**config.mk**
```make
export PLATFORM = sky130hd
export DESIGN_NAME = median_filter_sched_mc
export DESIGN_NICKNAME = d
export VERILOG_FILES = /design/src/rtl/median_filter_sched_mc.sv
export SDC_FILE = /design/constraint.sdc
export NUM_CORES = 1
export LEC_CHECK = 0
export ABC_CLOCK_PERIOD_IN_PS = 4200
export CORE_MARGIN = 8
export CORE_UTILIZATION = 50
export DETAILED_ROUTE_END_ITERATION = 8
export DONT_BUFFER_PORTS = 1
export REMOVE_ABC_BUFFERS = 1
export SETUP_SLACK_MARGIN = 0.1
export SLEW_MARGIN = 20
export SYNTH_ARGS = -nofsm -noshare
export SYNTH_HDL_FRONTEND = slang
export SYNTH_SLANG_ARGS = --single-unit
```
**constraint.sdc**
```tcl
create_clock -name clk -period 4.2 [get_ports clk]
set_input_delay 0.21 -clock clk [delete_from_list [all_inputs] [get_ports clk]]
set_output_delay 0.21 -clock clk [all_outputs]
set_load 0.01 [all_outputs]
```
**src/rtl/median_filter_sched_mc.sv**
```systemverilog
// Median filter line scheduler. Pops a shared multi-channel line stack,
// feeds an external fixed-latency core, and re-times the middle-line pixel
// and frame tags so border, bypass and core results leave together.
module median_filter_sched_mc #(
  parameter int SIZE  = 3,
  parameter int NCH   = 2,
  parameter int DW_VD = 14,
  parameter int DW_MD = 16,
  parameter int LAT   = 4
) (
  input  logic                          clk,
  input  logic                          rstb,
  input  logic [DW_MD-1:0]              cfg_iw,
  input  logic [DW_MD-1:0]              cfg_ih,
  input  logic                          cfg_bypass,
  input  logic                          cfg_border,
  input  logic                          frm_abort,
  input  logic [SIZE*NCH*(DW_VD+1)-1:0] line_stack_dout,
  output logic                          line_stack_rd_en,
  input  logic [15:0]                   rcvd_line_cntr,
  output logic [15:0]                   sent_line_cntr,
  output logic [SIZE*NCH*DW_VD-1:0]     core_din,
  input  logic [NCH*DW_VD-1:0]          core_dout,
  input  logic                          core_dout_val,
  output logic [NCH*DW_VD-1:0]          out_dat,
  output logic                          out_val,
  output logic                          out_sof,
  output logic                          out_eol,
  input  logic                          out_rdy,
  output logic                          err_sync
);

  localparam int HALF = SIZE / 2;
  localparam int PW   = NCH * DW_VD;
  localparam int EW   = DW_VD + 1;

  typedef enum logic [1:0] {S_WAIT, S_FILL, S_SEND, S_FEND} state_t;

  state_t           state, state_nx;
  logic [DW_MD-1:0] pix_cnt, pix_nx;
  logic [2:0]       fill_cnt, fill_nx;
  logic [15:0]      sent_nx;
  logic [DW_MD-1:0] iw_q, ih_q;
  logic             bypass_q, border_q;
  logic [15:0]      ih16;
  logic             free_to_send, last_pix, issue, border, tag_sof;

  logic [PW-1:0]       mid_pix;
  logic [NCH-1:0]      mid_mask;
  logic [SIZE*NCH-1:0] all_mask;
  logic                unused_mask;

  // Delay line entries, stage 0 captured at the issuing pop.
  logic          vld_p [LAT];
  logic          sof_p [LAT];
  logic          eol_p [LAT];
  logic          brd_p [LAT];
  logic [PW-1:0] pix_p [LAT];

  assign ih16     = 16'(ih_q);
  assign last_pix = (pix_cnt == iw_q - 1'b1);
  assign tag_sof  = (sent_line_cntr == 16'd0) && (pix_cnt == '0);

  // Once the frame is partly received, only send when a full kernel of lines
  // below the current line is already in the stack.
  assign free_to_send = (rcvd_line_cntr < ih16) ?
                        ((rcvd_line_cntr - sent_line_cntr) > 16'(HALF)) : 1'b1;

  // Only the middle-line masks matter; the others are folded away.
  assign unused_mask = ^all_mask;

  // Any masked channel on the middle line marks the whole position as border.
  assign border = (sent_line_cntr < 16'(HALF)) ||
                  (sent_line_cntr >= ih16 - 16'(HALF)) ||
                  (pix_cnt < DW_MD'(HALF)) ||
                  (pix_cnt >= iw_q - DW_MD'(HALF)) ||
                  !(&mid_mask);

  // Strip mask bits for the core and pick out the middle line.
  always_comb begin
    core_din = '0;
    mid_pix  = '0;
    mid_mask = '0;
    all_mask = '0;
    for (int l = 0; l < SIZE; l++) begin
      for (int c = 0; c < NCH; c++) begin
        core_din[(l*NCH+c)*DW_VD +: DW_VD] = line_stack_dout[(l*NCH+c)*EW +: DW_VD];
        all_mask[l*NCH+c]                  = line_stack_dout[(l*NCH+c)*EW + DW_VD];
      end
    end
    for (int c = 0; c < NCH; c++) begin
      mid_pix[c*DW_VD +: DW_VD] = line_stack_dout[(HALF*NCH+c)*EW +: DW_VD];
      mid_mask[c]               = line_stack_dout[(HALF*NCH+c)*EW + DW_VD];
    end
  end

  // Next-state, pop strobe and counter updates.
  always_comb begin
    state_nx         = state;
    line_stack_rd_en = 1'b0;
    issue            = 1'b0;
    pix_nx           = pix_cnt;
    fill_nx          = fill_cnt;
    sent_nx          = sent_line_cntr;
    case (state)
      S_WAIT: begin
        if ((fill_cnt < 3'(HALF)) && (rcvd_line_cntr > {13'd0, fill_cnt}) && out_rdy)
          state_nx = S_FILL;
        else if ((fill_cnt == 3'(HALF)) && out_rdy && free_to_send)
          state_nx = S_SEND;
      end
      S_FILL: begin
        line_stack_rd_en = 1'b1;
        if (last_pix) begin
          pix_nx   = '0;
          fill_nx  = fill_cnt + 3'd1;
          state_nx = S_WAIT;
        end else begin
          pix_nx = pix_cnt + 1'b1;
        end
      end
      S_SEND: begin
        line_stack_rd_en = out_rdy;
        issue            = out_rdy;
        if (out_rdy) begin
          if (last_pix) begin
            pix_nx   = '0;
            sent_nx  = sent_line_cntr + 16'd1;
            state_nx = (sent_line_cntr == ih16 - 16'd1) ? S_FEND : S_WAIT;
          end else begin
            pix_nx = pix_cnt + 1'b1;
          end
        end
      end
      S_FEND: begin
        if (rcvd_line_cntr == 16'd0) begin
          sent_nx  = '0;
          pix_nx   = '0;
          fill_nx  = '0;
          state_nx = S_WAIT;
        end
      end
      default: state_nx = S_WAIT;
    endcase
    if (frm_abort)
      state_nx = S_FEND;
  end

  // State and position counters.
  always_ff @(posedge clk or negedge rstb) begin
    if (!rstb) begin
      state          <= S_WAIT;
      pix_cnt        <= '0;
      fill_cnt       <= '0;
      sent_line_cntr <= '0;
    end else begin
      state          <= state_nx;
      pix_cnt        <= pix_nx;
      fill_cnt       <= fill_nx;
      sent_line_cntr <= sent_nx;
    end
  end

  // Frame configuration is captured only while idle between frames.
  always_ff @(posedge clk or negedge rstb) begin
    if (!rstb) begin
      iw_q     <= '0;
      ih_q     <= '0;
      bypass_q <= 1'b0;
      border_q <= 1'b0;
    end else if (state == S_WAIT && sent_line_cntr == 16'd0 && fill_cnt == 3'd0) begin
      iw_q     <= cfg_iw;
      ih_q     <= cfg_ih;
      bypass_q <= cfg_bypass;
      border_q <= cfg_border;
    end
  end

  // Free-running delay line matching the core latency.
  always_ff @(posedge clk or negedge rstb) begin
    if (!rstb) begin
      for (int i = 0; i < LAT; i++) begin
        vld_p[i] <= 1'b0;
        sof_p[i] <= 1'b0;
        eol_p[i] <= 1'b0;
        brd_p[i] <= 1'b0;
        pix_p[i] <= '0;
      end
    end else begin
      vld_p[0] <= issue;
      sof_p[0] <= issue & tag_sof;
      eol_p[0] <= issue & last_pix;
      brd_p[0] <= border;
      pix_p[0] <= mid_pix;
      for (int i = 1; i < LAT; i++) begin
        vld_p[i] <= vld_p[i-1];
        sof_p[i] <= sof_p[i-1];
        eol_p[i] <= eol_p[i-1];
        brd_p[i] <= brd_p[i-1];
        pix_p[i] <= pix_p[i-1];
      end
    end
  end

  // Output select: middle pixel, forced zero, or core result.
  always_comb begin
    out_val = vld_p[LAT-1];
    out_sof = vld_p[LAT-1] & sof_p[LAT-1];
    out_eol = vld_p[LAT-1] & eol_p[LAT-1];
    out_dat = '0;
    if (vld_p[LAT-1]) begin
      if (bypass_q || (brd_p[LAT-1] && !border_q))
        out_dat = pix_p[LAT-1];
      else if (brd_p[LAT-1])
        out_dat = '0;
      else
        out_dat = core_dout;
    end
  end

  // Sticky flag: the core missed a result we were about to use.
  always_ff @(posedge clk or negedge rstb) begin
    if (!rstb)
      err_sync <= 1'b0;
    else if (vld_p[LAT-1] && !brd_p[LAT-1] && !bypass_q && !core_dout_val)
      err_sync <= 1'b1;
  end

endmodule

```
=== Word-level counts from Yosys, hierarchy flattened ===
Index checks and enable logic that the tools add are counted.

* Equality and inequality tests: 15
* Order comparisons: 8
* Muxes and demuxes: 25
* Reduce and logical (&&, ||, !) cells: 34
* Add/sub/neg operators: 6
* Bitwise gates (word level): 4

{| class="wikitable"
|+ Operators by type and width
! kind !! number
|-
| $mux W28 || 3
|-
| $mux W16 || 5
|-
| $logic_not A16 Y1 || 3
|-
| $pmux W16 S3 || 1
|-
| $add A16 B1 Y16 const B || 2
|-
| $eq A16 B16 Y1 || 2
|-
| $ge A16 B16 Y1 || 2
|-
| $lt A16 B1 Y1 const B || 2
|-
| $pmux W16 S2 || 1
|-
| $sub A16 B1 Y16 const B || 2
|-
| $gt A16 B1 Y1 const B || 1
|-
| $gt A16 B3 Y1 || 1
|-
| $lt A16 B16 Y1 || 1
|-
| $mux W2 || 8
|-
| $sub A16 B16 Y16 || 1
|-
| $ne A3 B3 Y1 const B || 4
|-
| $logic_and A1 B1 Y1 || 11
|-
| $ne A2 B2 Y1 const B || 4
|-
| $pmux W2 S4 || 1
|-
| $mux W3 || 2
|-
| $pmux W3 S2 || 1
|-
| $reduce_and A3 Y1 || 2
|-
| $logic_not A1 Y1 || 5
|-
| $logic_or A1 B1 Y1 || 5
|-
| other kinds (16) || 22
|}

* Bits in registers: 200
* Input port bits: 173

=== Logic depth before layout (Yosys ltp) ===
* Depth after elaboration: 8
* Gate-level depth with buffers: 16
* Gate-level depth less buffers: 16

=== Worst setup path after synthesis ===
Ideal clock, no wire load.

* Path kind: reg-to-reg
* From: register iw_q[10]
* To: register sent_line_cntr[7]
* Clock period less this slack: 3494 ps
* Cell stages (with the launch flop): 15
* Path slack: 706 ps
* Data arrival time: 3362 ps
* Cells stage by stage: dfrtp_1 > or3_1 > or3_1 > nor4_1 > xnor2_1 > ha_1 > nand4_1 > nor2_1 > nand4_2 > nor2_2 > o21ai_2 > nor4_2 > nand4_1 > xnor2_1 > nor2_1

* Word-level cells in the longest chain between the ends: 4

{| class="wikitable"
|+ RTL lines
! item !! RTL line !! text
|-
| start: declaration || 43 || <nowiki>logic [DW_MD-1:0] iw_q, ih_q;</nowiki>
|-
| start signal: assignment || 172 || <nowiki>iw_q <= cfg_iw;</nowiki>
|-
| $sub A16 B1 Y16 || 61 || <nowiki>assign last_pix = (pix_cnt == iw_q - 1'b1);</nowiki>
|-
| $eq A16 B16 Y1 || 61 ||
|-
| $ne A2 B2 Y1 (no line) || n/a ||
|-
| $reduce_and A4 Y1 (no line) || n/a ||
|-
| end signal: assignment || 160 || <nowiki>sent_line_cntr <= sent_nx;</nowiki>
|-
| end: declaration || 21 || <nowiki>output logic [15:0] sent_line_cntr,</nowiki>
|}

No other way between the ends.
A chain may end at the register's enable or synchronous reset.

=== Worst setup path in the final report ===
* From: register iw_q[9]
* To: register sent_line_cntr[12]

The elaborated chain is that of the path after synthesis.

==> impl_metrics.env <==
export IMPL_wire_per_inst_um=22.2
export IMPL_clkSlewWorstSetupHoldPaths_ps=80
export IMPL_grt_first_pass_wirelength_um=42600
export IMPL_num_fill_cells=1765
export IMPL_start_kind="flip-flop"
export IMPL_power_total_mw=5.84
export IMPL_hold_class="input port to asynchronous set/reset pin"
export IMPL_grt_setup_unrepaired="no"
export IMPL_required_ps=4570
export IMPL_cp_data_arrival_time_ps=4060
export IMPL_finalCritPeriodShare=0.879
export IMPL_die_height_um=159
export IMPL_numCtsBuffers=17
export IMPL_dr_total_vias=6890
export IMPL_cts_root_buf="clkbuf_16"
export IMPL_setup_viol=0
export IMPL_fin_setup_tns_ps=0
export IMPL_yosysSeqAreaShare=0.488
export IMPL_cts_sinks=200
export IMPL_place_inst=1148
export IMPL_worst_slack_ps=508
export IMPL_timing_rr_end="sent_line_cntr[12]$_DFFE_PN0P_"
export IMPL_first_pass_iters=4
export IMPL_async_reset_ff_frac=1.00
export IMPL_yosysMostFrequentCell="dfrtp_1"
export IMPL_cts_tree="built"
export IMPL_ys_top_cells_by_count="200 x dfrtp_1, 87 x buf_4, 78 x ha_1"
export IMPL_vdd_ir_drop_worst_mv=0.294
export IMPL_fin_worst_skew_ps=12.3
export IMPL_drt_first_iter_violations=445
export IMPL_slew_headroom=0.394
export IMPL_num_rows=52
export IMPL_io_pins=306
export IMPL_detail_route_vias_per_cell=5.53
export IMPL_endpoint_kind="flip-flop"
export IMPL_final_hold_viol_count=200
export IMPL_synth_area_leaders="dfrtp_1 49%, ha_1 9.5%, buf_4 6.4%, xnor2_1 3.6%, o21ai_0 3.0%"
export IMPL_nets=1214
export IMPL_drive_gt1_frac=0.0821
export IMPL_design_core_area_um2=20200
export IMPL_diodes=0
export IMPL_synth_distinct_cells=62
export IMPL_globalRouteOverflowTotal=0
export IMPL_clk_path_buf_depth=2
export IMPL_seqCellArea_um2=5000
export IMPL_finalNonFillerCells=1245
export IMPL_finalWirelength_um=27700
export IMPL_synth_top_area_frac=0.488
export IMPL_leakage_nw=4.99
export IMPL_start_util=0.508
export IMPL_hold_worst_slack_ps=-539
export IMPL_period_minus_slack_ps=3690
export IMPL_status="finished with violations"
export IMPL_ant_nets=0
export IMPL_die_area_um2=25300
export IMPL_synth_edf_count=0
export IMPL_slew_viol_final=0
export IMPL_syn_inst=972
export IMPL_synth_area_um2=10300
export IMPL_grt_pass1_vias=6985
export IMPL_yosysWarningCount=0
export IMPL_avgSynthCellArea_um2=10.5
export IMPL_area_delta_synth_final_pct=9.98
export IMPL_grt_max_degree=201
export IMPL_cts_setup_buffers=0
export IMPL_antenna_found_initial=0
export IMPL_synth_seq_cells=200
export IMPL_clk_latency_ps=440
export IMPL_cp_max_fo=7
export IMPL_dp_hpwl_um=20800
export IMPL_portBuffers=0
export IMPL_place_congestion=0.883
export IMPL_r2r_start="iw_q[9]$_DFFE_PN0P_"
export IMPL_htreeDepth=4
export IMPL_multi_input_area_um2=4340
export IMPL_max_freq_mhz=271
export IMPL_utilization=0.559
export IMPL_die_w_um=159
export IMPL_drc_errors=0
export IMPL_powerDensity_nw_per_um2=518
export IMPL_ys_flop_type="dfrtp_1"
export IMPL_crit_type="flip-flop to flip-flop"
export IMPL_post_place_ws_ps=344
export IMPL_maxCapViolations=0
export IMPL_yosysTopAreaCell="dfrtp_1"
export IMPL_cts_hold_buffers=65
export IMPL_startpoint="iw_q[9]$_DFFE_PN0P_"
export IMPL_grt_usage=0.218
export IMPL_worstMarginPinSlew_ps=909
export IMPL_rrSetupSlack_ps=510
export IMPL_reg2reg_depth=13
export IMPL_violations="negative hold slack"
==> how the worst max path moves through the flow <==
stage                                          end  slack (ps)  cells after the start
CTS                 sent_line_cntr[12]$_DFFE_PN0P_         320                     15
detailed placement  sent_line_cntr[14]$_DFFE_PN0P_         340                     16
floorplan                     bypass_q$_DFFE_PN0P_        -130                      6
global route        sent_line_cntr[14]$_DFFE_PN0P_         130                     15
finish              sent_line_cntr[12]$_DFFE_PN0P_         510                     13
global placement    sent_line_cntr[12]$_DFFE_PN0P_         400                     15
==> worst max-delay path, stage by stage, from the launching register on <==
cell	delay (ps)
dfrtp_1	420
or3_1	390
or3_1	370
nor4_1	270
xnor2_1	120
ha_1	290
nand4_1	120
nor2_2	260
nand4_2	180
nor2_4	190
o21a_1	230
nand4_2	240
or3_1	420
a21oi_1	140
==> placed cells by master (no fill, tap or decap), types with 6 or more instances in the layout <==
cell,Yosys,final
dfrtp_1,200,200
ha_1,78,78
dlygate4sd3_1,0,65
o21ai_0,62,62
nand2_1,60,60
nor2_1,61,59
inv_1,57,57
xnor2_1,42,42
nor2b_1,39,39
a21oi_1,29,29
a22oi_1,28,28
nor3_1,23,22
nand3_1,20,20
mux2_2,18,18
clkbuf_16,0,17
nor4_1,15,15
nand4_1,15,15
buf_4,87,10
a21o_1,9,9
and3_1,8,8
nand2b_1,8,8
o21a_1,8,8
mux2i_1,6,6
==> per-stage QoR <==
| step | hold slack [ps] | instance area (um^2) |
|---|---|---|
| detailed placement | -79.0 | 9960 |
| CTS | -560 | 11300 |
| global route | -569 | 11300 |
| finish | -539 | 11300 |
| floorplan | -85.6 | 9540 |
| global placement | -80.2 | 9960 |
==> metal layers <==
layer / global-route usage / share of wire / vias to the layer above
met5: 0.0394 / 0.0045 / -
met4: 0.0386 / 0.0070 / 4
met2: 0.312 / 0.43 / 250
met1: 0.284 / 0.45 / 3319
met3: 0.123 / 0.11 / 20
li1: - / - / 3297
==> power breakdown <==
part           total, mW  switching, mW  internal, mW
combinational       1.70          0.975         0.723
sequential          2.40          0.223          2.17
clock               1.75          0.855         0.894
==> cell type report <==
cell class / instances / share of cell area
flip-flops and latches: 200 / 0.444
multi-input cells: 610 / 0.385
repair buffers: 75 / 0.0644
clock buffers: 17 / 0.0377
well taps: 270 / 0.0300
clock inverters: 15 / 0.0202
inverters: 58 / 0.0193
==> cell families (layout without fill, tap and decap cells) <==
group,count (synthesis),after routing,share of synthesized area
multiplexers,24,24,0.0256
flip-flops,200,200,0.488
AO/OA/AOI/OAI,179,179,0.114
buffers and inverters,162,165,0.0913
adder cells (fa/ha/maj),79,79,0.0971
AND/OR/NAND/NOR,281,281,0.144
XOR/XNOR,47,47,0.0401
==> flip-flops by register name, summed over array words and instances (netlist names) <==
signal          flops
bypass_q            1
state               2
vld_p               3
iw_q               16
ih16               16
sent_line_cntr     16
fill_cnt            3
err_sync            1
eol_p               4
brd_p               4
sof_p               4
border_q            1
pix_cnt            16
out_val             1
pix_p             112
==> what timing repair did <==
item,in CTS,in global routing
gates resized for setup,0,3
hold endpoints to repair,265,200
endpoints found under the setup margin,0,12
No activity file was read; power rests on OpenSTA's default activity.
